==> config.mk <==
export PLATFORM = sky130hd
export DESIGN_NAME = traffic_sensor_conditioner
export DESIGN_NICKNAME = d
export VERILOG_FILES = /design/src/rtl/traffic_pkg.sv /design/src/rtl/sensor_debounce.sv /design/src/rtl/traffic_sensor_conditioner.sv
export SDC_FILE = /design/constraint.sdc
export NUM_CORES = 1
export LEC_CHECK = 0
export ABC_AREA = 1
export CAP_MARGIN = 30
export CORE_UTILIZATION = 56
export DETAILED_ROUTE_END_ITERATION = 8
export PLACE_DENSITY = 0.78
export SETUP_SLACK_MARGIN = 0.1
export SLEW_MARGIN = 20
export SYNTH_ARGS = -nofsm -noshare
export SYNTH_HDL_FRONTEND = slang
export SYNTH_SLANG_ARGS = --single-unit
==> constraint.sdc <==
create_clock -name clk -period 2.4 [get_ports clk]
set_input_delay 0.36 -clock clk [delete_from_list [all_inputs] [get_ports clk]]
set_output_delay 0.36 -clock clk [all_outputs]
set_load 0.1 [all_outputs]
==> src/rtl/traffic_pkg.sv <==
// traffic_pkg
// Shared definitions for the traffic sensor conditioner: the debounce state
// encoding and the default parameter values used by the top level and the
// per-road debounce sub-module. No ports.
package traffic_pkg;

  typedef enum logic [1:0] {
    ST_IDLE     = 2'd0,  // debounced level 0
    ST_RISE_CHK = 2'd1,  // candidate 1, counting stable samples
    ST_PRESENT  = 2'd2,  // debounced level 1
    ST_FALL_CHK = 2'd3   // candidate 0, counting stable samples
  } deb_state_e;

  localparam int DEF_DEBOUNCE_CYCLES = 4;
  localparam int DEF_DEPART_CYCLES   = 3;
  localparam int DEF_CNT_W           = 4;

endpackage

==> src/rtl/sensor_debounce.sv <==
// sensor_debounce
// One road's loop-detector front end: a 2-flop synchronizer followed by a
// four-state debounce FSM. Emits a one-cycle arrival pulse when a rising level
// has been stable for DEBOUNCE_CYCLES synchronized samples.
// Ports:
//   clk      in   system clock, rising edge
//   rst      in   asynchronous active-high reset
//   raw_in   in   asynchronous loop-detector level
//   arrival  out  one-cycle pulse, high in the cycle the FSM enters PRESENT
module sensor_debounce
  import traffic_pkg::*;
#(
  parameter int DEBOUNCE_CYCLES = DEF_DEBOUNCE_CYCLES
) (
  input  logic clk,
  input  logic rst,
  input  logic raw_in,
  output logic arrival
);

  // Counter value on the sample that completes DEBOUNCE_CYCLES stable samples.
  localparam logic [3:0] STAB_LAST = 4'(DEBOUNCE_CYCLES - 1);

  logic       sync1_q;
  logic       sync2_q;
  deb_state_e state_q, state_d;
  logic [3:0] stab_q, stab_d;

  always_ff @(posedge clk or posedge rst) begin
    if (rst) begin
      sync1_q <= 1'b0;
      sync2_q <= 1'b0;
      state_q <= ST_IDLE;
      stab_q  <= 4'd0;
    end else begin
      sync1_q <= raw_in;
      sync2_q <= sync1_q;
      state_q <= state_d;
      stab_q  <= stab_d;
    end
  end

  // The arrival pulse is decoded from the completing sample itself so the
  // queue counter updates on the same edge the FSM enters PRESENT.
  always_comb begin
    state_d = state_q;
    stab_d  = stab_q;
    arrival = 1'b0;
    case (state_q)
      ST_IDLE: begin
        if (sync2_q) begin
          state_d = ST_RISE_CHK;
          stab_d  = 4'd1;
        end
      end
      ST_RISE_CHK: begin
        if (!sync2_q) begin
          state_d = ST_IDLE;
          stab_d  = 4'd0;
        end else if (stab_q == STAB_LAST) begin
          state_d = ST_PRESENT;
          stab_d  = 4'd0;
          arrival = 1'b1;
        end else begin
          stab_d = stab_q + 4'd1;
        end
      end
      ST_PRESENT: begin
        if (!sync2_q) begin
          state_d = ST_FALL_CHK;
          stab_d  = 4'd1;
        end
      end
      ST_FALL_CHK: begin
        if (sync2_q) begin
          state_d = ST_PRESENT;
          stab_d  = 4'd0;
        end else if (stab_q == STAB_LAST) begin
          state_d = ST_IDLE;
          stab_d  = 4'd0;
        end else begin
          stab_d = stab_q + 4'd1;
        end
      end
      default: begin
        state_d = ST_IDLE;
        stab_d  = 4'd0;
      end
    endcase
  end

endmodule

==> src/rtl/traffic_sensor_conditioner.sv <==
// traffic_sensor_conditioner
// Conditions the highway and country loop detectors into per-road vehicle
// queues and service requests for the light controller.
// Ports:
//   clk, reset                      clock and asynchronous active-high reset
//   raw_highway, raw_country        asynchronous loop-detector levels
//   Greenhigh, Greencountry         green lamp feedback from the controller
//   highway_road, country_road      registered service requests (count != 0)
//   highway_count, country_count    queued vehicles, saturating at 2^CNT_W-1
//   highway_ovf, country_ovf        sticky: arrival seen while saturated
module traffic_sensor_conditioner
  import traffic_pkg::*;
#(
  parameter int DEBOUNCE_CYCLES = DEF_DEBOUNCE_CYCLES,
  parameter int DEPART_CYCLES   = DEF_DEPART_CYCLES,
  parameter int CNT_W           = DEF_CNT_W
) (
  input  logic             clk,
  input  logic             reset,
  input  logic             raw_highway,
  input  logic             raw_country,
  input  logic             Greenhigh,
  input  logic             Greencountry,
  output logic             highway_road,
  output logic             country_road,
  output logic [CNT_W-1:0] highway_count,
  output logic [CNT_W-1:0] country_count,
  output logic             highway_ovf,
  output logic             country_ovf
);

  localparam logic [CNT_W-1:0] CNT_MAX  = '1;
  localparam logic [CNT_W-1:0] CNT_ONE  = CNT_W'(1);
  localparam logic [3:0]       TMR_LAST = 4'(DEPART_CYCLES - 1);

  // Index 0 is the highway, index 1 the country road.
  logic [1:0]       arrival;
  logic [1:0]       green;
  logic [1:0]       depart;
  logic [CNT_W-1:0] count_q [2];
  logic [CNT_W-1:0] count_d [2];
  logic [3:0]       tmr_q   [2];
  logic [3:0]       tmr_d   [2];
  logic [1:0]       ovf_q, ovf_d;
  logic [1:0]       road_q, road_d;

  assign green = {Greencountry, Greenhigh};

  sensor_debounce #(.DEBOUNCE_CYCLES(DEBOUNCE_CYCLES)) u_deb_highway (
    .clk     (clk),
    .rst     (reset),
    .raw_in  (raw_highway),
    .arrival (arrival[0])
  );

  sensor_debounce #(.DEBOUNCE_CYCLES(DEBOUNCE_CYCLES)) u_deb_country (
    .clk     (clk),
    .rst     (reset),
    .raw_in  (raw_country),
    .arrival (arrival[1])
  );

  always_comb begin
    for (int r = 0; r < 2; r++) begin
      tmr_d[r]   = 4'd0;
      depart[r]  = 1'b0;
      count_d[r] = count_q[r];
      ovf_d[r]   = ovf_q[r];
      road_d[r]  = (count_q[r] != '0);
      // Timer only runs while this road is being served and has vehicles;
      // each road is independent even if both greens are lit.
      if (green[r] && (count_q[r] != '0)) begin
        if (tmr_q[r] == TMR_LAST) begin
          depart[r] = 1'b1;
        end else begin
          tmr_d[r] = tmr_q[r] + 4'd1;
        end
      end
      // Coincident arrival and departure cancel, so saturation cannot flag.
      // A departure implies a nonzero count, so the decrement cannot wrap.
      case ({arrival[r], depart[r]})
        2'b10: begin
          if (count_q[r] == CNT_MAX) begin
            ovf_d[r] = 1'b1;
          end else begin
            count_d[r] = count_q[r] + CNT_ONE;
          end
        end
        2'b01:   count_d[r] = count_q[r] - CNT_ONE;
        default: ;
      endcase
    end
  end

  always_ff @(posedge clk or posedge reset) begin
    if (reset) begin
      for (int r = 0; r < 2; r++) begin
        count_q[r] <= '0;
        tmr_q[r]   <= 4'd0;
      end
      ovf_q  <= 2'b00;
      road_q <= 2'b00;
    end else begin
      for (int r = 0; r < 2; r++) begin
        count_q[r] <= count_d[r];
        tmr_q[r]   <= tmr_d[r];
      end
      ovf_q  <= ovf_d;
      road_q <= road_d;
    end
  end

  assign highway_count = count_q[0];
  assign country_count = count_q[1];
  assign highway_ovf   = ovf_q[0];
  assign country_ovf   = ovf_q[1];
  assign highway_road  = road_q[0];
  assign country_road  = road_q[1];

endmodule

==> results.sh, run 1 <==
export IMPL_slew_violations=0
export IMPL_setup_viol=0
export IMPL_cp_start_kind="flop"
export IMPL_grt_use_total=0.2090
export IMPL_fill_cells=251
export IMPL_power_leakage_nw=1.127
export IMPL_end_kind="flop"
export IMPL_finalCritPeriodShare=0.8140
export IMPL_grt_start_max_net_pins=37
export IMPL_crit_path_cell_trace="ha_1 -> nand2_1 -> nor2_2 -> nand2_1 -> nand3_2 -> nand2_1 -> inv_2 -> ha_1 -> or2_1 -> nor2_1 -> nor2_1 -> a21oi_1"
export IMPL_clockBufferDepth=2
export IMPL_antenna_found_initial=0
export IMPL_cts_sinks=36
export IMPL_dr_pass1_iters=4
export IMPL_remaining_drc_errors=0
export IMPL_h_tree_depth=2
export IMPL_timing_rr_end="country_count[2]$_DFFE_PP0P_"
export IMPL_vdd_drop_max_v=0.0008401
export IMPL_vias_per_cell=4.816
export IMPL_overflow=0
export IMPL_numCtsBuffers=5
export IMPL_nets=261
export IMPL_worst_slack_ns=0.4463
export IMPL_wl_per_cell_microns=10.32
export IMPL_syn_nets=236
export IMPL_antenna_cells=0
export IMPL_die_y_microns=60.14
export IMPL_detail_route_iter0_violations=65
export IMPL_power_density_mw_per_mm2=1458
export IMPL_clk_pin_slew_ns=0.12
export IMPL_wl_met2_microns=1353
export IMPL_synth_area_leaders="dfrtp_1 48%, nand2_1 7.7%, inv_1 6.3%"
export IMPL_syn2layout_area_growth_pct=17.71
export IMPL_dp_hpwl_microns=2248
export IMPL_wl_microns=3033
export IMPL_die_w_microns=60.14
export IMPL_r2r_start="u_deb_country.stab_q[0]$_DFFE_PP0P_"
export IMPL_dieArea_sq_mm=0.003617
export IMPL_ff2ff_setup_slack_ns=0.45
export IMPL_ioPinCount=18
export IMPL_worst_path_max_delay_cell="dfrtp_1"
export IMPL_ys_warn_count=0
export IMPL_place_gp_congestion=0.8783
export IMPL_fin_crit_ns=1.954
export IMPL_tns_ns=0
export IMPL_coreArea_sq_mm=0.003128
export IMPL_num_rows=20
export IMPL_ff2ff_path_depth=12
export IMPL_min_to="u_deb_highway.sync2_q$_DFF_PP0_"
export IMPL_syn_area_sq_mm=0.001893
export IMPL_clkLatencyLatePin_ns=0.35
export IMPL_grt_pass1_wl_microns=5457
export IMPL_crit_top_cell="nand2_1"
export IMPL_crit_path_max_fanout=4
export IMPL_netlist_area_leader_share=0.4759
export IMPL_hold_ws_ns=0.3433
export IMPL_top_layer_used="met4"
export IMPL_fin_total_pwr_mw=3.249
export IMPL_layout_common_cells="39 x nand2_1, 32 x inv_1, 32 x dfrtp_1"
export IMPL_synth_seq_cells=36
export IMPL_port_buffers=17
export IMPL_fin_area_sq_mm=0.002228
export IMPL_relSlewSlack=0.7088
export IMPL_cts_root_buffer="clkbuf_4"
export IMPL_hold_viol=0
export IMPL_worst_pin_slew_ns=0.4367
export IMPL_synth_seq_area_share=0.4759
export IMPL_skew_ns=0.01202
export IMPL_hold_path_startpoint="u_deb_highway.sync1_q$_DFF_PP0_"
export IMPL_wl_met3_microns=127
export IMPL_drv_cap=0
export IMPL_hold_class="reg2reg"
export IMPL_fmaxAchievable_mhz=511.8
export IMPL_cts_tree="built"
export IMPL_wl_met1_microns=1479
export IMPL_cpPeakStageDelay_ns=0.40
export IMPL_cts_resized=0
export IMPL_status="finished, final reports clean"
export IMPL_drtAntennaViolNets=0
export IMPL_cp_required_ns=2.68
export IMPL_whs_path_depth=0
export IMPL_critical_path_class="reg2reg"
export IMPL_vias=1416
export IMPL_rsz0062_at_grt="false"
export IMPL_layout_commonest_cell="nand2_1"
export IMPL_drive_gt1_frac=0.2160
export IMPL_grt_pass1_vias=1360
export IMPL_worstPathArrival_ns=2.23
export IMPL_synth_area_per_cell_sq_um=8.451
export IMPL_cts_setup_buffers=0
export IMPL_synth_top_area_cell="dfrtp_1"
export IMPL_cts_hold_buf=0
export IMPL_place_ws_ns=0.3039
export IMPL_synth_cells=224
export IMPL_ys_types=27
export IMPL_dpl_instance_area_sq_mm=0.002101
export IMPL_initial_core_util=0.6052
==> synthesized netlist by cell type <==
master and instances:
nor2_2 2, a21oi_1 8, nand3_2 4, nor4_1 2
inv_1 32, nor2_4 2, or2_1 1, o21ai_0 8
nor3_1 4, or2_2 1, nor2_1 29, o21a_1 2
o21bai_2 1, mux2_2 1, a21o_1 2, nand2_1 39
xnor2_1 3, ha_1 6, dfrtp_1 36, nand2_4 3
xor2_1 7, nand3_1 13, inv_2 5, o21bai_1 1
o21ai_1 1, nand2_2 10, o32ai_1 1
==> per-layer routing <==
| metal | vias up | GRT usage |
|---|---|---|
| li1 | 748 | - |
| met2 | 32 | 0.3234 |
| met4 | 0 | 0.1229 |
| met3 | 7 | 0.04978 |
| met5 | - | 0 |
| met1 | 629 | 0.2652 |
==> worst max-delay path by stage <==
stage                                   startpoint                            to  cells after the start
2_1_floorplan         highway_count[3]$_DFFE_PP0P_  highway_count[2]$_DFFE_PP0P_                     12
3_3_place_gp                          Greencountry  country_count[2]$_DFFE_PP0P_                     11
3_5_place_dp                          Greencountry  country_count[2]$_DFFE_PP0P_                     11
4_1_cts        u_deb_country.stab_q[0]$_DFFE_PP0P_  country_count[2]$_DFFE_PP0P_                     12
5_1_grt        u_deb_highway.stab_q[0]$_DFFE_PP0P_  highway_count[2]$_DFFE_PP0P_                     13
6_report       u_deb_country.stab_q[0]$_DFFE_PP0P_  country_count[2]$_DFFE_PP0P_                     12
==> stage by stage <==
| step | std cells | utilization |
|---|---|---|
| 6_report | 294 | 0.7124 |
| 5_1_grt | 294 | 0.7124 |
| 4_1_cts | 294 | 0.7124 |
| 3_5_place_dp | 286 | 0.6716 |
| 3_3_place_gp | 286 | 0.6716 |
| 2_1_floorplan | 224 | - |
==> layout make-up <==
cell class | instances | area, sq um | share of cell area
Tap cell | 44 | 55.05 | 0.02471
Timing Repair Buffer | 18 | 147.6 | 0.06626
Clock inverter | 3 | 90.09 | 0.04043
Clock buffer | 5 | 37.54 | 0.01684
Inverter | 37 | 138.9 | 0.06232
Sequential cell | 36 | 905.9 | 0.4065
Multi-Input combinational cell | 151 | 853.3 | 0.3829
==> logic make-up (layout without fill, tap and decap cells) <==
kind of cell               after synthesis  in the layout  synth area share
AOI/OAI and AO/OA                       24             24           0.07534
xor gates and xnor gates                10             10           0.04627
adders and majority gates                6              6           0.03966
buffers and inverters                   37             63           0.07337
DFF                                     36             36            0.4759
muxes                                    1              1          0.005948
and+or+nand+nor                        110            110            0.2835
==> critical path: cells and delay by family (launching register included) <==
family	cells	cell delay, ns
AO/OA/AOI/OAI	1	0.11
AND/OR/NAND/NOR	8	0.95
buffers and inverters	1	0.04
flip-flops	1	0.40
adder cells (fa/ha/maj)	2	0.37
==> sequential cells by signal, summed over array words and instances, names as in the netlist, named ones only <==
register               flops
country_count              4
highway_count              4
ovf_q                      2
road_q                     2
tmr_q                      8
u_deb_country.stab_q       4
u_deb_country.state_q      1
u_deb_country.sync1_q      1
u_deb_country.sync2_q      1
u_deb_highway.stab_q       4
u_deb_highway.state_q      1
u_deb_highway.sync1_q      1
u_deb_highway.sync2_q      1
==> where the power goes <==
part	internal, mW	leakage (nW)	switching [mW]
clock	0.429	0.0654	0.206
sequential	0.802	0.446	0.198
combinational	0.447	0.615	1.17
total	1.68	1.13	1.57
Note: power is estimated with default switching activity, not from simulation.
==> inputs of run 2 (changes only) <==
==> constraint.sdc (replaced) <==
create_clock -name clk -period 2 [get_ports clk]
set_input_delay 0.3 -clock clk [delete_from_list [all_inputs] [get_ports clk]]
set_output_delay 0.3 -clock clk [all_outputs]
set_load 0.1 [all_outputs]
==> results.sh, run 2 (same netlist as run 1, synthesis figures left out) <==
export IMPL_status="finished, final reports clean"
export IMPL_top_register="tmr_q"
export IMPL_drtAntennaViolNets=0
export IMPL_layout_common_cells="32 x nand2_1, 32 x buf_4, 31 x inv_1"
export IMPL_power_density_mw_per_mm2=1656
export IMPL_worst_pin_slew_ns=0.4389
export IMPL_clk_pin_slew_ns=0.11
export IMPL_coreArea_sq_mm=0.003128
export IMPL_ioPinCount=18
export IMPL_worst_path_max_delay_cell="dfrtp_1"
export IMPL_slew_violations=0
export IMPL_vias_per_cell=4.962
export IMPL_cts_root_buffer="clkbuf_4"
export IMPL_hold_class="in2async"
export IMPL_wl_microns=3756
export IMPL_vdd_drop_max_v=0.001136
export IMPL_die_w_microns=60.14
export IMPL_dieArea_sq_mm=0.003617
export IMPL_fin_crit_ns=1.853
export IMPL_antenna_cells=0
export IMPL_tns_ns=0
export IMPL_fmaxAchievable_mhz=539.6
export IMPL_initial_core_util=0.6052
export IMPL_vias=1553
export IMPL_skew_ns=0.005297
export IMPL_drv_cap=0
export IMPL_critical_path_class="reg2reg"
export IMPL_dr_pass1_iters=4
export IMPL_port_buffers=17
export IMPL_finalCritPeriodShare=0.9267
export IMPL_die_y_microns=60.14
export IMPL_cp_start_kind="flop"
export IMPL_cts_sinks=36
export IMPL_setup_viol=0
export IMPL_num_rows=20
export IMPL_overflow=0
export IMPL_cpPeakStageDelay_ns=0.44
export IMPL_antenna_found_initial=0
export IMPL_end_kind="flop"
export IMPL_wl_per_cell_microns=12.00
export IMPL_drive_gt1_frac=0.3383
export IMPL_nets=280
export IMPL_syn2layout_area_growth_pct=28.35
export IMPL_remaining_drc_errors=0
export IMPL_crit_path_cell_trace="nor2_4 -> nand3_4 -> nor2_4 -> nand3_2 -> nand2_2 -> inv_2 -> ha_4 -> or2_1 -> nor2_1 -> nor2_1 -> a21oi_1"
export IMPL_grt_pass1_wl_microns=5457
export IMPL_rsz0062_at_grt="true"
export IMPL_cts_tree="built"
export IMPL_cp_required_ns=2.26
export IMPL_clkLatencyLatePin_ns=0.33
export IMPL_clockBufferDepth=2
export IMPL_cp_top_family="simple AND/OR/NAND/NOR gates"
export IMPL_fin_total_pwr_mw=4.023
export IMPL_cp_buffers_inverters=1
export IMPL_worstPathArrival_ns=2.11
export IMPL_place_gp_congestion=0.8465
export IMPL_largest_register_ffs=8
export IMPL_crit_path_max_fanout=4
export IMPL_detail_route_iter0_violations=128
export IMPL_grt_use_total=0.2073
export IMPL_fill_cells=211
export IMPL_numCtsBuffers=5
export IMPL_h_tree_depth=2
export IMPL_dp_hpwl_microns=2355
export IMPL_hold_ws_ns=0.3597
export IMPL_grt_pass1_vias=1304
export IMPL_hold_viol=0
export IMPL_relSlewSlack=0.7074
export IMPL_power_leakage_nw=1.202
export IMPL_grt_start_max_net_pins=37
run 2: worst reg2reg max path, cell delays in order (launching register included):
cell	delay [ns]
dfrtp_1	0.44
nor2_4	0.16
nand3_4	0.11
nor2_4	0.18
nand3_2	0.11
nand2_2	0.08
inv_2	0.05
ha_4	0.15
or2_1	0.22
nor2_1	0.11
nor2_1	0.06
a21oi_1	0.13
run 2: final timing paths:
path / slack (ns) / startpoint / cells past startpoint / end
min: 0.36 / reset / 3 / tmr_q[5]$_DFF_PP0_
max reg2reg: 0.15 / tmr_q[3]$_DFF_PP0_ / 11 / country_count[2]$_DFFE_PP0P_
min reg2reg: 0.36 / u_deb_country.sync1_q$_DFF_PP0_ / 0 / u_deb_country.sync2_q$_DFF_PP0_
max: 0.15 / tmr_q[3]$_DFF_PP0_ / 11 / country_count[2]$_DFFE_PP0P_
min in group clk: 0.36 / u_deb_country.sync1_q$_DFF_PP0_ / 0 / u_deb_country.sync2_q$_DFF_PP0_
max in group asynchronous: 1.29 / reset / 3 / country_count[1]$_DFFE_PP0P_
run 2: power by group:
group	internal, mW	switching (mW)
clock	0.262	0.235
combinational	0.729	1.57
sequential	1.01	0.224
total	2.00	2.03
run 2: cell type report:
| type | instances | area (sq um) | area share |
|---|---|---|---|
| Clock inverter | 2 | 35.03 | 0.01442 |
| Timing Repair Buffer | 37 | 290.3 | 0.1195 |
| Sequential cell | 36 | 930.9 | 0.3831 |
| Clock buffer | 6 | 41.29 | 0.01699 |
| Tap cell | 44 | 55.05 | 0.02266 |
| Inverter | 37 | 138.9 | 0.05716 |
| Multi-Input combinational cell | 151 | 938.4 | 0.3862 |
run 2: stage by stage:
stage,setup WS (ns),instance area [sq um],util,std cells
global route,-0.01655,2430,0.7768,313
CTS,0.1161,2232,0.7136,297
finish,0.1467,2430,0.7768,313
global placement,0.06386,2138,0.6836,287
floorplan,0.09405,1928,-,224
detailed placement,0.01468,2138,0.6836,287
run 2: timing repair:
item / 4_1_cts / 5_1_grt
resized for setup: 1 / 20
setup buffers: 2 / 16
hold buffers: 0 / 0
pin swaps: 1 / 22
setup endpoints to repair: 2 / 2
run 2: routing by layer:
layer  part of all wire  GRT usage
met5                  0          0
met2               0.50     0.3265
met4             0.0093    0.08638
met1               0.46     0.2735
met3              0.032    0.04762
